### config.mk
export PLATFORM = sky130hd
export DESIGN_NAME = batch_eval_scheduler
export DESIGN_NICKNAME = d
export VERILOG_FILES = /design/src/rtl/batch_eval_scheduler.sv
export SDC_FILE = /design/constraint.sdc
export NUM_CORES = 1
export LEC_CHECK = 0
export CAP_MARGIN = 20
export CORE_MARGIN = 8
export CORE_UTILIZATION = 44
export DETAILED_ROUTE_END_ITERATION = 12
export PLACE_DENSITY = 0.76
export SLEW_MARGIN = 10
export SYNTH_ARGS = -nofsm -noshare
export SYNTH_HDL_FRONTEND = slang
export SYNTH_SLANG_ARGS = --single-unit
export TNS_END_PERCENT = 30
### constraint.sdc
create_clock -name clk -period 2 [get_ports clk]
set_clock_uncertainty 0.15 [all_clocks]
set_input_delay 0.4 -clock clk [delete_from_list [all_inputs] [get_ports clk]]
set_output_delay 0.4 -clock clk [all_outputs]
set_load 0.02 [all_outputs]
### src/rtl/batch_eval_scheduler.sv
// Dispatches frac_wl configs to parallel FIR lanes and returns lane MSE results in acceptance order.
// Optional WAIT watchdog enabled by defining BATCH_SCHED_TIMEOUT_EN.
module batch_eval_scheduler #(
  parameter int NUM_CHAN    = 15,
  parameter int NUM_LANES   = 2,
  parameter int MSE_W       = 64,
  parameter int SETTLE_CYC  = 32,
  parameter int TIMEOUT_CYC = 1 << 20
) (
  input  logic                              clk,
  input  logic                              rstn,
  input  logic                              cfg_valid,
  output logic                              cfg_ready,
  input  logic [NUM_CHAN*8-1:0]             cfg_frac,
  input  logic                              cfg_last,
  input  logic                              abort,
  output logic [NUM_LANES*NUM_CHAN*8-1:0]   lane_frac,
  output logic [NUM_LANES-1:0]              lane_rstn,
  output logic [NUM_LANES-1:0]              lane_start,
  input  logic [NUM_LANES*MSE_W-1:0]        lane_mse,
  input  logic [NUM_LANES-1:0]              lane_mse_valid,
  output logic                              res_valid,
  input  logic                              res_ready,
  output logic [MSE_W-1:0]                  res_data,
  output logic [7:0]                        res_idx,
  output logic                              res_last,
  output logic                              res_timeout,
  output logic                              busy
);
  localparam int FW      = NUM_CHAN * 8;
  localparam int CNT_MAX = (SETTLE_CYC > TIMEOUT_CYC) ? SETTLE_CYC : TIMEOUT_CYC;
  localparam int CNT_W   = $clog2(CNT_MAX + 1);
  localparam int LANE_W  = (NUM_LANES > 1) ? $clog2(NUM_LANES) : 1;

  typedef enum logic [2:0] {L_IDLE, L_SETTLE, L_START, L_WAIT, L_DONE} lane_st_e;

  logic [NUM_LANES-1:0]       idle_vec, done_vec, disp_vec, last_vec;
  logic [NUM_LANES*8-1:0]     idx_vec;
  logic [NUM_LANES*2-1:0]     tag_vec;
  logic [NUM_LANES*MSE_W-1:0] mse_vec;
`ifdef BATCH_SCHED_TIMEOUT_EN
  logic [NUM_LANES-1:0]       tout_vec;
  logic                       res_tout_q;
`endif

  logic [7:0]        in_idx_q, out_idx_q, res_idx_q;
  logic [1:0]        in_tag_q, out_tag_q;
  logic              res_valid_q, res_last_q;
  logic [MSE_W-1:0]  res_data_q;
  logic [LANE_W-1:0] res_lane_q, load_sel;
  logic              cfg_fire, res_fire, load_any, disp_found;

  // Batch tags keep index-0 results of consecutive batches apart while several are in flight.
  always_comb begin
    disp_vec   = '0;
    disp_found = 1'b0;
    load_any   = 1'b0;
    load_sel   = '0;
    for (int l = 0; l < NUM_LANES; l++) begin
      if (idle_vec[l] && !disp_found) begin
        disp_vec[l] = 1'b1;
        disp_found  = 1'b1;
      end
      if (done_vec[l] && !load_any && idx_vec[l*8 +: 8] == out_idx_q &&
          tag_vec[l*2 +: 2] == out_tag_q) begin
        load_any = 1'b1;
        load_sel = LANE_W'(l);
      end
    end
  end

  assign cfg_ready = rstn & ~abort & (|idle_vec);
  assign cfg_fire  = cfg_valid & cfg_ready;
  assign res_fire  = res_valid_q & res_ready;
  assign busy      = ~(&idle_vec) | res_valid_q;

  for (genvar gi = 0; gi < NUM_LANES; gi++) begin : g_lane
    lane_st_e         st_q, st_d;
    logic [CNT_W-1:0] cnt_q, cnt_d;
    logic [FW-1:0]    frac_q;
    logic [7:0]       idx_q;
    logic [1:0]       tag_q;
    logic             last_q;
    logic [MSE_W-1:0] mse_q, mse_d;
`ifdef BATCH_SCHED_TIMEOUT_EN
    logic             tout_q, tout_d;
`endif

    always_comb begin
      st_d  = st_q;
      cnt_d = cnt_q;
      mse_d = mse_q;
`ifdef BATCH_SCHED_TIMEOUT_EN
      tout_d = tout_q;
`endif
      case (st_q)
        L_IDLE: if (cfg_fire && disp_vec[gi]) begin
          st_d  = L_SETTLE;
          cnt_d = '0;
        end
        L_SETTLE: if (cnt_q == CNT_W'(SETTLE_CYC - 1)) begin
          st_d  = L_START;
          cnt_d = '0;
        end else begin
          cnt_d = cnt_q + CNT_W'(1);
        end
        L_START: st_d = L_WAIT;
        L_WAIT: if (lane_mse_valid[gi]) begin
          st_d  = L_DONE;
          mse_d = lane_mse[gi*MSE_W +: MSE_W];
`ifdef BATCH_SCHED_TIMEOUT_EN
          tout_d = 1'b0;
        end else if (cnt_q == CNT_W'(TIMEOUT_CYC - 1)) begin
          st_d   = L_DONE;
          mse_d  = '1;
          tout_d = 1'b1;
        end else begin
          cnt_d = cnt_q + CNT_W'(1);
`endif
        end
        L_DONE: if (res_fire && res_lane_q == LANE_W'(gi)) st_d = L_IDLE;
        default: st_d = L_IDLE;
      endcase
      if (abort) st_d = L_IDLE;
    end

    always_ff @(posedge clk or negedge rstn) begin
      if (!rstn) begin
        st_q   <= L_IDLE;
        cnt_q  <= '0;
        frac_q <= '0;
        idx_q  <= '0;
        tag_q  <= '0;
        last_q <= 1'b0;
        mse_q  <= '0;
      end else begin
        st_q  <= st_d;
        cnt_q <= cnt_d;
        mse_q <= mse_d;
        if (cfg_fire && disp_vec[gi]) begin
          frac_q <= cfg_frac;
          idx_q  <= in_idx_q;
          tag_q  <= in_tag_q;
          last_q <= cfg_last;
        end
      end
    end

`ifdef BATCH_SCHED_TIMEOUT_EN
    always_ff @(posedge clk or negedge rstn) begin
      if (!rstn) tout_q <= 1'b0;
      else       tout_q <= tout_d;
    end
    assign tout_vec[gi] = tout_q;
`endif

    assign idle_vec[gi]            = (st_q == L_IDLE);
    assign done_vec[gi]            = (st_q == L_DONE);
    assign idx_vec[gi*8 +: 8]      = idx_q;
    assign tag_vec[gi*2 +: 2]      = tag_q;
    assign last_vec[gi]            = last_q;
    assign mse_vec[gi*MSE_W +: MSE_W] = mse_q;
    assign lane_frac[gi*FW +: FW]  = frac_q;
    assign lane_rstn[gi]           = (st_q != L_IDLE);
    assign lane_start[gi]          = (st_q == L_START);
  end

  always_ff @(posedge clk or negedge rstn) begin
    if (!rstn) begin
      in_idx_q    <= '0;
      out_idx_q   <= '0;
      in_tag_q    <= '0;
      out_tag_q   <= '0;
      res_valid_q <= 1'b0;
      res_data_q  <= '0;
      res_idx_q   <= '0;
      res_last_q  <= 1'b0;
      res_lane_q  <= '0;
`ifdef BATCH_SCHED_TIMEOUT_EN
      res_tout_q  <= 1'b0;
`endif
    end else if (abort) begin
      in_idx_q    <= '0;
      out_idx_q   <= '0;
      in_tag_q    <= '0;
      out_tag_q   <= '0;
      res_valid_q <= 1'b0;
    end else begin
      if (cfg_fire) begin
        if (cfg_last) begin
          in_idx_q <= '0;
          in_tag_q <= in_tag_q + 2'd1;
        end else begin
          in_idx_q <= in_idx_q + 8'd1;
        end
      end
      if (res_fire) begin
        res_valid_q <= 1'b0;
        if (res_last_q) begin
          out_idx_q <= '0;
          out_tag_q <= out_tag_q + 2'd1;
        end else begin
          out_idx_q <= out_idx_q + 8'd1;
        end
      end else if (!res_valid_q && load_any) begin
        res_valid_q <= 1'b1;
        res_data_q  <= mse_vec[int'(load_sel)*MSE_W +: MSE_W];
        res_idx_q   <= idx_vec[int'(load_sel)*8 +: 8];
        res_last_q  <= last_vec[load_sel];
        res_lane_q  <= load_sel;
`ifdef BATCH_SCHED_TIMEOUT_EN
        res_tout_q  <= tout_vec[load_sel];
`endif
      end
    end
  end

  assign res_valid = res_valid_q;
  assign res_data  = res_data_q;
  assign res_idx   = res_idx_q;
  assign res_last  = res_last_q;
`ifdef BATCH_SCHED_TIMEOUT_EN
  assign res_timeout = res_tout_q;
`else
  assign res_timeout = 1'b0;
`endif
endmodule

==> results of run 1 <==
through the flow:
stage / instance area (um^2) / setup TNS, ps / power, W / worst slack (ps) / util
5_1_grt: 33900 / -113820 / 0.0437 / -450 / 0.679
2_1_floorplan: 22300 / -8800 / 0.0242 / -39.8 / -
3_5_place_dp: 30100 / -179010 / 0.0323 / -614 / 0.602
6_report: 33900 / -73690 / 0.0421 / -402 / 0.679
4_1_cts: 32400 / -96690 / 0.0419 / -441 / 0.649
3_3_place_gp: 30100 / -175980 / 0.0317 / -566 / 0.602
where the power goes:
part	internal (W)	switching, W
sequential	0.0146	0.00257
combinational	0.00783	0.00733
clock	0.00543	0.00435
routing by layer:
layer,vias up,track usage
met5,-,0
li1,7328,-
met1,8829,0.285
met4,0,0.114
met2,743,0.440
met3,198,0.0586
placed cells by master, fill, tap and decap left out, types with 29 or more instances in the layout:
master	n
sky130_fd_sc_hd__clkdlybuf4s50_1	303
sky130_fd_sc_hd__a21oi_1	33
sky130_fd_sc_hd__buf_6	29
sky130_fd_sc_hd__a221o_1	73
sky130_fd_sc_hd__buf_4	156
sky130_fd_sc_hd__dlymetal6s2s_1	157
sky130_fd_sc_hd__dfrtp_1	532
sky130_fd_sc_hd__dlygate4sd2_1	105
sky130_fd_sc_hd__nor3b_2	38
sky130_fd_sc_hd__mux2_1	74
sky130_fd_sc_hd__buf_12	44
sky130_fd_sc_hd__nor2_1	31
sky130_fd_sc_hd__nand2_1	82
sky130_fd_sc_hd__mux2_4	105
sky130_fd_sc_hd__a31oi_1	30
sky130_fd_sc_hd__mux2_2	202
sky130_fd_sc_hd__clkbuf_16	67
area by class of cell:
type / count / area [um^2] / area share
Clock inverter: 20 / 158 / 0.00465
Clock buffer: 73 / 1510 / 0.0446
Antenna cell: 5 / 12.5 / 0.000369
Multi-Input combinational cell: 921 / 8800 / 0.259
Tap cell: 672 / 841 / 0.0248
Timing Repair Buffer: 835 / 9210 / 0.272
Sequential cell: 533 / 13300 / 0.393
Inverter: 11 / 41.3 / 0.00122
final timing paths:
| path | endpoint | slack (ps) | cells after the start |
|---|---|---|---|
| worst max-delay path | busy | -400 | 4 |
| worst min-delay path | g_lane[1].mse_q[4] | 270 | 2 |
| worst max register to register | res_data[17] | -380 | 10 |
| worst min register to register | g_lane[0].frac_q[98] | 330 | 1 |
| max in group asynchronous | g_lane[0].frac_q[98] | -30 | 5 |
| min in group asynchronous | g_lane[1].mse_q[53] | 550 | 4 |
state kept, by name, indices dropped and copies added (netlist names), 2 cells and up:
name,count
g_lane.cnt_q,42
out_tag_q,2
in_tag_q,2
g_lane.last_q,2
res_data,64
g_lane.frac_q,240
g_lane.tag_q,4
out_idx_q,8
in_idx_q,8
g_lane.st_q,6
g_lane.mse_q,128
g_lane.idx_q,16
res_idx,8
critical path, delay by kind of cell, from the launching register on:
family                 cells  cell delay (ps)
flip-flops                 1              410
AND/OR/NAND/NOR            2              600
buffers and inverters      2              250
kinds of logic after synthesis:
family,Yosys count
AOI/OAI and AO/OA,195
xor gates and xnor gates,28
adders and majority gates,4
buffers and inverters,116
DFF,533
muxes,384
other,1
and+or+nand+nor,308
timing repair:
action / in CTS / in global routing
gates resized for setup: 190 / 291
hold buffers: 1 / 1
buffers inserted: 21 / 31
gates cloned: 17 / 15
endpoints found under the setup margin: 654 / 582
endpoints found under the hold margin: 15 / 10
pin swaps: 27 / 50
==> PnR_summary.wiki, run 1 <==
{| class="wikitable"
! Metric !! Value
|-
| Multiplexer area fraction after synthesis || 0.210
|-
| Met1 Wirelength || 29.0 mm
|-
| Finished Layout Cells || 3,070
|-
| Row cnt || 82
|-
| Maximum resistive drop on vdd || 0.000890 V
|-
| Overall routing resource usage || 0.249
|-
| Layout area overhead || 52.8%
|-
| Initial cell density of the core || 0.444
|-
| Relative slew slack || 0.325
|-
| Worst endpoint data arrival time || 1850 ps
|-
| Number of ports placed on the die boundary || 577
|-
| Actual slew at the worst max-slew pin || 1010 ps
|-
| Overflow left after global routing || 0
|-
| Clock tree root buffer cell || sky130_fd_sc_hd__clkbuf_16
|-
| Setup repair after global routing missed its margin || true
|-
| Routed wire length per instance || 26.1 um
|-
| Top Layer Used || met4
|-
| Warnings, synthesis || 0
|-
| Routed met3 length || 5.88 mm
|-
| Instance count after placement with tap cells included || 2,894
|-
| Max_cap viols || 0
|-
| CTS tree || built
|-
| Post-synthesis async set-or-reset flop share || 1.00
|-
| Launch instance of the worst register-to-register path || g_lane[0].st_q[1]
|-
| GP Congestion || 0.906
|-
| Static power due to leakage || 17.2 nW
|-
| Post-detailed-route via-to-cell ratio || 5.57
|-
| Min Hold Slack || 272 ps
|-
| Number of antenna violations at the first check in global routing || 4
|-
| Main flop type after synthesis || sky130_fd_sc_hd__dfrtp_1
|-
| Cell types with the highest counts after synthesis || 533 x sky130_fd_sc_hd__dfrtp_1, 201 x sky130_fd_sc_hd__mux2_2, 90 x sky130_fd_sc_hd__mux2_1, 90 x sky130_fd_sc_hd__mux2_4, 82 x sky130_fd_sc_hd__nand2_1
|-
| Post-detail-place hpwl || 53.3 mm
|-
| Required time of the critical path || 1450 ps
|-
| Antenna-violating nets left || 0
|-
| Post-synth top area share || 0.601
|-
| H-tree Lvls || 2
|-
| Total number of vias || 17,100
|-
| Synthesized-area fraction occupied by ao, oa, aoi and oai cells || 0.0660
|-
| Final Worst Setup Slack || -402 ps
|-
| Fraction of layout instances using a drive strength above 1 || 0.312
|-
| Met2 wirelength from detailed routing || 41.3 mm
|-
| Top area cells in the synthesized netlist || sky130_fd_sc_hd__dfrtp_1 60%, sky130_fd_sc_hd__mux2_2 10%, sky130_fd_sc_hd__mux2_4 6.1%
|-
| FF+latch count, synth || 533
|-
| Number of distinct standard cells referenced by the synthesized netlist || 56
|-
| EDFF count, synth || 0
|-
| CTS Sinks || 533
|-
| Main combinational cell family by area after synthesis || multiplexers
|-
| Pin count of the biggest net entering global routing || 164
|-
| Core Area || 50,000 um^2
|-
| Area of the mapped netlist || 22,200 um^2
|-
| Critical Path Max Stage Delay || 410 ps
|-
| Worst-Skew Late Latency || 590 ps
|-
| Type of origin of the critical path || flip-flop
|-
| Share of the synthesized netlist area taken by xor and xnor gates || 0.0110
|-
| Fmax || 416 MHz
|-
| Final #Nets || 2,617
|-
| Violations in the final reports || negative setup slack
|-
| Fin crit share || 1.20
|-
| Cts bufs inserted || 55
|-
| Share of synthesized area occupied by flip-flops and latches || 0.601
|-
| Endpoints failing hold || 0
|-
| Cell with the largest stage delay on the worst path || sky130_fd_sc_hd__dfrtp_1
|-
| Area share of and/or/nand/nor cells after synthesis || 0.0798
|-
| Hold Crit Class || in -> reg
|-
| Power per Cell Area || 1240 nW/um^2
|-
| Worst min-delay path startpoint || lane_mse[68]
|-
| Setup Crit Path Kind || reg -> out
|-
| Final Setup Violations || 432
|-
| First-pass GRT wire length || 111 mm
|-
| Number of max-slew violations in the final report || 0
|-
| Clock tree buffer depth || 3
|-
| Post-Synth Adder-Cell Area || 0.00225
|-
| Number of filler instances in the final layout || 3,327
|-
| Outcome || finished with violations
|-
| Clock-pin slew on the worst setup and hold paths || 70 ps
|-
| Post-layout min period || 2400 ps
|-
| Number of nets in the synthesized netlist || 1,829
|-
| Number of global-route vias before repair || 17,800
|-
| Wire length reported by the detailed router || 80.1 mm
|-
| Number of detailed-routing iterations run before antenna repair || 5
|-
| Die footprint || 57,900 um^2
|-
| Count of input and output buffers || 575
|-
| Average size of a mapped cell || 14.1 um^2
|-
| Dominant cell type by area after synthesis || sky130_fd_sc_hd__dfrtp_1
|-
| Kind of capture point of the worst setup path || primary output
|-
| Worst setup path startpoint || g_lane[1].st_q[0]
|-
| Initial DRC count || 1,112
|-
| Critical-path cell list || nor3_2 > inv_2 > or3_4 > buf_6
|-
| Max FO, Critical Path || 4
|-
| DIE HEIGHT || 241 um
|-
| DRC || 0
|-
| Cell with the most instances after synthesis || sky130_fd_sc_hd__dfrtp_1
|-
| Number of standard cells after synthesis || 1,569
|-
| Die span in x || 241 um
|}
Note: power is estimated with default switching activity, not from simulation.
==> run 2, diff against run 1 <==
--- a/config.mk
+++ b/config.mk
@@ -6,7 +6,7 @@
 export NUM_CORES = 1
 export LEC_CHECK = 0
 export CAP_MARGIN = 20
-export CORE_MARGIN = 8
+export CORE_MARGIN = 2
 export CORE_UTILIZATION = 44
 export DETAILED_ROUTE_END_ITERATION = 12
 export PLACE_DENSITY = 0.76
==> run 2 against run 1 <==
The run still ends with negative setup slack left. Power grew 2.5%. Maximum frequency shrank 2.5%. Die area shrank 9.7%. Critical path type is now reg -> reg. Largest power group unchanged.
==> PnR_summary.wiki, run 2 (same netlist as run 1, synthesis figures left out) <==
{| class="wikitable"
! Metric !! Value
|-
| Power per Cell Area || 1290 nW/um^2
|-
| Relative slew slack || 0.465
|-
| Layout area overhead || 50.7%
|-
| Overflow left after global routing || 0
|-
| Total negative slack || -141,080 ps
|-
| Number of detailed-routing iterations run before antenna repair || 5
|-
| Bufs and invs on worst path || 5
|-
| Type of origin of the critical path || flip-flop
|-
| CTS tree || built
|-
| Max_cap viols || 0
|-
| Initial DRC count || 1,157
|-
| Outcome || finished with violations
|-
| Static power due to leakage || 15.0 nW
|-
| DRC || 0
|-
| Most used routing layer || met2
|-
| Core Area || 50,000 um^2
|-
| Clock tree root buffer cell || sky130_fd_sc_hd__clkbuf_16
|-
| Utilization of the core after routing || 0.670
|-
| Die span in x || 229 um
|-
| Actual slew at the worst max-slew pin || 802 ps
|-
| Final #Nets || 2,591
|-
| Die footprint || 52,300 um^2
|-
| Finished Layout Cells || 3,053
|-
| Maximum resistive drop on vdd || 0.000820 V
|-
| CTS Sinks || 533
|-
| Max FO, Critical Path || 6
|-
| Final Worst Setup Slack || -463 ps
|-
| Post-layout min period || 2460 ps
|-
| Clock-pin slew on the worst setup and hold paths || 60 ps
|-
| Grt met2 use || 0.448
|-
| Critical Path Max Stage Delay || 420 ps
|-
| Critical-path cell list || or3_4 > buf_4 > buf_4 > nor2b_4 > buf_12 > buf_12 > bufbuf_16 > mux2_1
|-
| Footprint of the multi-input gates || 8580 um^2
|-
| Post-detailed-route via-to-cell ratio || 5.52
|-
| Number of flip-flops in the largest register || 240
|-
| Largest delay share family, worst path || buffers and inverters
|-
| Required time of the critical path || 2310 ps
|-
| Violations in the final reports || negative setup slack
|-
| Pin count of the biggest net entering global routing || 142
|-
| Kind of capture point of the worst setup path || flip-flop
|-
| Fmax || 406 MHz
|-
| Wire length reported by the detailed router || 74.5 mm
|-
| Initial cell density of the core || 0.444
|-
| Number of antenna violations at the first check in global routing || 11
|-
| Met1 routing resource usage after global routing || 0.304
|-
| Post-detail-place hpwl || 48.7 mm
|-
| Fraction of layout instances using a drive strength above 1 || 0.288
|-
| Most common cell after layout, fill and taps aside || sky130_fd_sc_hd__clkdlybuf4s50_1
|-
| Number of global-route vias before repair || 17,400
|-
| Count of input and output buffers || 575
|-
| Endpoints failing hold || 0
|-
| Number of max-slew violations in the final report || 0
|-
| Number of filler instances in the final layout || 3,364
|-
| Hold Crit Class || in -> reg
|-
| Instance count after placement with tap cells included || 2,879
|-
| Number of ports placed on the die boundary || 577
|-
| Routed wire length per instance || 24.4 um
|-
| Final Setup Violations || 656
|-
| Antenna-violating nets left || 0
|-
| Met3 Track Usage GR || 0.0543
|-
| Overall routing resource usage || 0.259
|-
| Setup repair after global routing missed its margin || true
|-
| Worst slack, placed || -663 ps
|-
| Total number of vias || 16,800
|-
| Leading cell types in the layout, fill and taps excluded || 540 x sky130_fd_sc_hd__clkdlybuf4s50_1, 533 x sky130_fd_sc_hd__dfrtp_1, 173 x sky130_fd_sc_hd__mux2_2
|-
| Row cnt || 82
|-
| Fin crit share || 1.23
|-
| PnR Total Power || 0.0431 W
|-
| Most flops, register || g_lane.frac_q
|-
| Cts bufs inserted || 55
|-
| H-tree Lvls || 2
|-
| GP Congestion || 0.879
|-
| Clock tree buffer depth || 3
|-
| Register cell area after layout || 13,300 um^2
|-
| Worst endpoint data arrival time || 2770 ps
|-
| Worst-Skew Late Latency || 600 ps
|-
| First-pass GRT wire length || 105 mm
|-
| Cell with the largest stage delay on the worst path || sky130_fd_sc_hd__or3_4
|-
| Setup Crit Path Kind || reg -> reg
|-
| DIE HEIGHT || 229 um
|}
==> run 2: cell types whose count changed in the layout (fill, tap and decap cells not counted), sizes merged, moves of 5 or more <==
cell           delta
clkinvlp          -5
dlymetal6s2s    -157
bufbuf            +5
dlygate4sd2      -79
buf              -40
clkdlybuf4s50   +237
clkbuf           +22
==> run 2: power by group <==
group / total (W) / switching [W] / leakage, nW / internal [W]
clock: 0.0101 / 0.00431 / 0.850 / 0.00584
sequential: 0.0171 / 0.00249 / 6.85 / 0.0146
combinational: 0.0159 / 0.00713 / 7.30 / 0.00876
total: 0.0431 / 0.0139 / 15.0 / 0.0292
==> run 2: worst paths after layout <==
| check | end | cells after the start | slack, ps | startpoint |
|---|---|---|---|---|
| worst max-delay path | g_lane[0].frac_q[51] | 8 | -460 | g_lane[0].st_q[0] |
| worst min-delay path | g_lane[1].st_q[0] | 5 | 160 | rstn |
| worst max register to register | g_lane[0].frac_q[51] | 8 | -460 | g_lane[0].st_q[0] |
| worst min register to register | res_data[55] | 1 | 330 | g_lane[0].mse_q[55] |
| max in group asynchronous | g_lane[1].frac_q[37] | 4 | 300 | rstn |
| min in group asynchronous | res_idx[6] | 3 | 370 | rstn |
==> run 2: final cells by class <==
| class | instances | share of cell area |
|---|---|---|
| antenna | 9 | 0.000673 |
| clock buffer | 85 | 0.0475 |
| clock inverter | 13 | 0.00490 |
| inverter | 11 | 0.00123 |
| multi-input combinational | 921 | 0.257 |
| sequential | 533 | 0.399 |
| tap | 672 | 0.0251 |
| timing repair buffer | 809 | 0.265 |
==> run 2: routing by layer <==
metal  part of all wire  vias up
li1                   -     7283
met2               0.51      736
met3              0.065      196
met1               0.37     8623
met4              0.053        4
met5            0.00039        -
==> run 2: through the flow <==
step	instance area, um^2	hold WS (ps)
final	33500	156
after global routing	33500	233
after global placement	30000	240
after CTS	32400	100
after detailed placement	30000	242
after floorplan	22300	-45.6
==> run 2: what timing repair did <==
action	CTS	global route
gates resized for setup	115	103
hold endpoints to repair	153	0
gates cloned	12	25
hold buffers	1	0
endpoints found under the setup margin	670	672
buffers inserted	16	16
pin swaps	6	12
==> run 2: worst register-to-register path: stages (launching register included) <==
cell,delay [ps]
sky130_fd_sc_hd__dfrtp_1,370
sky130_fd_sc_hd__or3_4,420
sky130_fd_sc_hd__buf_4,160
sky130_fd_sc_hd__buf_4,160
sky130_fd_sc_hd__nor2b_4,200
sky130_fd_sc_hd__buf_12,160
sky130_fd_sc_hd__buf_12,120
sky130_fd_sc_hd__bufbuf_16,260
sky130_fd_sc_hd__mux2_1,340
==> run 3, diff against run 2 <==
--- a/config.mk
+++ b/config.mk
@@ -6,7 +6,6 @@
 export NUM_CORES = 1
 export LEC_CHECK = 0
 export CAP_MARGIN = 20
-export CORE_MARGIN = 2
 export CORE_UTILIZATION = 44
 export DETAILED_ROUTE_END_ITERATION = 12
 export PLACE_DENSITY = 0.76
==> run 3 against run 2 <==
The run still ends with negative setup slack left. Cell area is 3.2% higher. Maximum frequency is 4.1% lower. Power is 1.6% higher. Cell count is 0.29% higher. Die area is 1.7% lower. Non-clock buffer count is 15 higher. Core utilization is 3.0 points higher. Via count is 0.91% higher. Sequential share of layout area is 1.2 points lower. Worst hold slack better by 92 ps. Clock power is 14% higher. Setup slack worse by 110 ps. Highest routed layer unchanged.
==> PnR_summary.wiki, run 3 (same netlist as run 1, synthesis figures left out) <==
{| class="wikitable"
! Metric !! Value
|-
| Kind of capture point of the worst setup path || flip-flop
|-
| Final #Nets || 2,606
|-
| Met3 Track Usage GR || 0.0618
|-
| Clock tree root buffer cell || sky130_fd_sc_hd__clkbuf_16
|-
| Total negative slack || -97,250 ps
|-
| Placed cell area || 30,000 um^2
|-
| Number of max-slew violations in the final report || 0
|-
| Overflow left after global routing || 0
|-
| Critical-path cell list || buf_6 > nor3b_4 > nand4_1 > buf_4 > nor4_4 > buf_4 > buf_12 > buf_8 > buf_6 > nor3b_2 > a221o_1
|-
| Number of antenna violations at the first check in global routing || 4
|-
| Hold Crit Class || in -> reg
|-
| Most common cell after layout, fill and taps aside || sky130_fd_sc_hd__dfrtp_1
|-
| Instance count after placement with tap cells included || 2,880
|-
| Die footprint || 51,300 um^2
|-
| Most flops, register || g_lane.frac_q
|-
| Leading cell types in the layout, fill and taps excluded || 531 x sky130_fd_sc_hd__dfrtp_1, 255 x sky130_fd_sc_hd__clkdlybuf4s50_1, 194 x sky130_fd_sc_hd__mux2_4
|-
| Fraction of layout instances using a drive strength above 1 || 0.341
|-
| Register cell area after layout || 13,300 um^2
|-
| Worst endpoint data arrival time || 2900 ps
|-
| Most used routing layer || met2
|-
| Met1 routing resource usage after global routing || 0.321
|-
| Min Hold Slack || 249 ps
|-
| Worst setup path startpoint || g_lane[0].st_q[1]
|-
| Static power due to leakage || 17.8 nW
|-
| Relative slew slack || 0.418
|-
| Die span in x || 227 um
|-
| Number of ports placed on the die boundary || 577
|-
| Clock tree buffer depth || 3
|-
| Finished Layout Cells || 3,062
|-
| Antenna-violating nets left || 0
|-
| GP Congestion || 0.935
|-
| Routed wire length per instance || 24.8 um
|-
| Row cnt || 81
|-
| H-tree Lvls || 2
|-
| Post-layout min period || 2570 ps
|-
| Cts bufs inserted || 56
|-
| Worst min-delay path startpoint || lane_mse[95]
|-
| Bufs and invs on worst path || 6
|-
| CTS tree || built
|-
| Type of origin of the critical path || flip-flop
|-
| Number of global-route vias before repair || 17,600
|-
| Largest delay share family, worst path || buffers and inverters
|-
| DRC || 0
|-
| Utilization of the core after routing || 0.699
|-
| Overall routing resource usage || 0.270
|-
| Setup repair after global routing missed its margin || true
|-
| Clock-pin slew on the worst setup and hold paths || 60 ps
|-
| Max FO, Critical Path || 5
|-
| Pin count of the biggest net entering global routing || 135
|-
| Cell with the largest stage delay on the worst path || sky130_fd_sc_hd__dfrtp_1
|-
| Fin crit share || 1.28
|-
| Violations in the final reports || negative setup slack
|-
| Power per Cell Area || 1270 nW/um^2
|-
| Post-detailed-route via-to-cell ratio || 5.55
|-
| DIE HEIGHT || 227 um
|-
| Max_cap viols || 0
|-
| First-pass GRT wire length || 105 mm
|-
| Actual slew at the worst max-slew pin || 874 ps
|-
| Grt met2 use || 0.444
|-
| Number of detailed-routing iterations run before antenna repair || 5
|-
| Launch instance of the worst register-to-register path || g_lane[0].st_q[1]
|-
| Endpoints failing hold || 0
|-
| Layout area overhead || 55.5%
|-
| Post-detail-place hpwl || 48.0 mm
|-
| Required time of the critical path || 2330 ps
|-
| Fmax || 389 MHz
|-
| Initial DRC count || 1,311
|-
| Outcome || finished with violations
|-
| Worst-Skew Late Latency || 610 ps
|-
| Initial cell density of the core || 0.450
|-
| Maximum resistive drop on vdd || 0.00102 V
|-
| Critical Path Max Stage Delay || 400 ps
|-
| Count of input and output buffers || 575
|-
| Number of filler instances in the final layout || 3,160
|-
| Final Worst Setup Slack || -569 ps
|-
| Final Setup Violations || 367
|-
| Footprint of the multi-input gates || 9080 um^2
|-
| Setup Crit Path Kind || reg -> reg
|-
| CTS Sinks || 533
|-
| Number of flip-flops in the largest register || 240
|-
| Total number of vias || 17,000
|-
| Core Area || 49,400 um^2
|-
| Wire length reported by the detailed router || 76.1 mm
|-
| Final instance area || 34,500 um^2
|}
run 3: cell count changes in the layout (fill, tap and decap cells not counted), moves of 8 or more:
| cell | previous run | this run |
|---|---|---|
| sky130_fd_sc_hd__clkdlybuf4s50_1 | 540 | 255 |
| sky130_fd_sc_hd__dlymetal6s2s_1 | 0 | 167 |
| sky130_fd_sc_hd__dlygate4sd2_1 | 26 | 142 |
| sky130_fd_sc_hd__nor3b_1 | 74 | 25 |
| sky130_fd_sc_hd__nor3b_2 | 2 | 41 |
| sky130_fd_sc_hd__mux2_1 | 41 | 8 |
| sky130_fd_sc_hd__mux2_4 | 167 | 194 |
| sky130_fd_sc_hd__buf_6 | 21 | 46 |
| sky130_fd_sc_hd__clkbuf_1 | 21 | 5 |
| sky130_fd_sc_hd__nor3b_4 | 1 | 11 |
| sky130_fd_sc_hd__clkbuf_16 | 78 | 69 |
| sky130_fd_sc_hd__buf_8 | 16 | 8 |
| sky130_fd_sc_hd__bufinv_16 | 3 | 11 |
| sky130_fd_sc_hd__clkinv_2 | 5 | 13 |
run 3: worst reg2reg max path, cell delays in order (launching register included):
cell                      delay, ps
sky130_fd_sc_hd__dfrtp_1        400
sky130_fd_sc_hd__buf_6          140
sky130_fd_sc_hd__nor3b_4        240
sky130_fd_sc_hd__nand4_1        170
sky130_fd_sc_hd__buf_4          180
sky130_fd_sc_hd__nor4_4         220
sky130_fd_sc_hd__buf_4          200
sky130_fd_sc_hd__buf_12         140
sky130_fd_sc_hd__buf_8          130
sky130_fd_sc_hd__buf_6          130
sky130_fd_sc_hd__nor3b_2         60
sky130_fd_sc_hd__a221o_1        300
run 3: area by class of cell:
class                   count  share of cell area
well taps                 664              0.0241
flip-flops and latches    533               0.387
clock inverters            29              0.0129
multi-input cells         920               0.263
clock buffers              73              0.0459
repair buffers            824               0.266
diodes                      8            0.000580
inverters                  11             0.00120
run 3: report_power, final:
| group | internal [W] | switching [W] |
|---|---|---|
| Clock | 0.00699 | 0.00453 |
| Sequential | 0.0146 | 0.00249 |
| Combinational | 0.00801 | 0.00721 |
| Total | 0.0296 | 0.0142 |
run 3: metal layers:
layer	wire (um)	up-vias	part of all wire
li1	-	7338	-
met3	5280	221	0.069
met1	28500	8681	0.37
met5	12	-	0.00016
met2	37400	754	0.49
met4	4900	2	0.064
run 3: through the flow:
step	power, W	setup WS (ps)
floorplan	0.0242	-39.8
global placement	0.0314	-671
detailed placement	0.0319	-700
CTS	0.0430	-497
global route	0.0455	-602
finish	0.0438	-569
run 3: worst paths after layout:
kind / to / slack [ps] / cells past startpoint
worst max-delay path: res_idx[4] / -570 / 11
worst min-delay path: g_lane[1].mse_q[31] / 250 / 2
worst max register to register: res_idx[4] / -570 / 11
worst min register to register: g_lane[0].frac_q[39] / 340 / 1
max in group asynchronous: g_lane[0].frac_q[2] / 300 / 4
min in group asynchronous: out_idx_q[2] / 440 / 3
run 3: repair_timing:
action                     CTS  global route
gates resized for setup    276           369
cloned                      18            12
hold buffers                 1             0
hold endpoints to repair   320             0
setup endpoints to repair  667           560
buffers inserted            32            20
pin swaps                   28            29
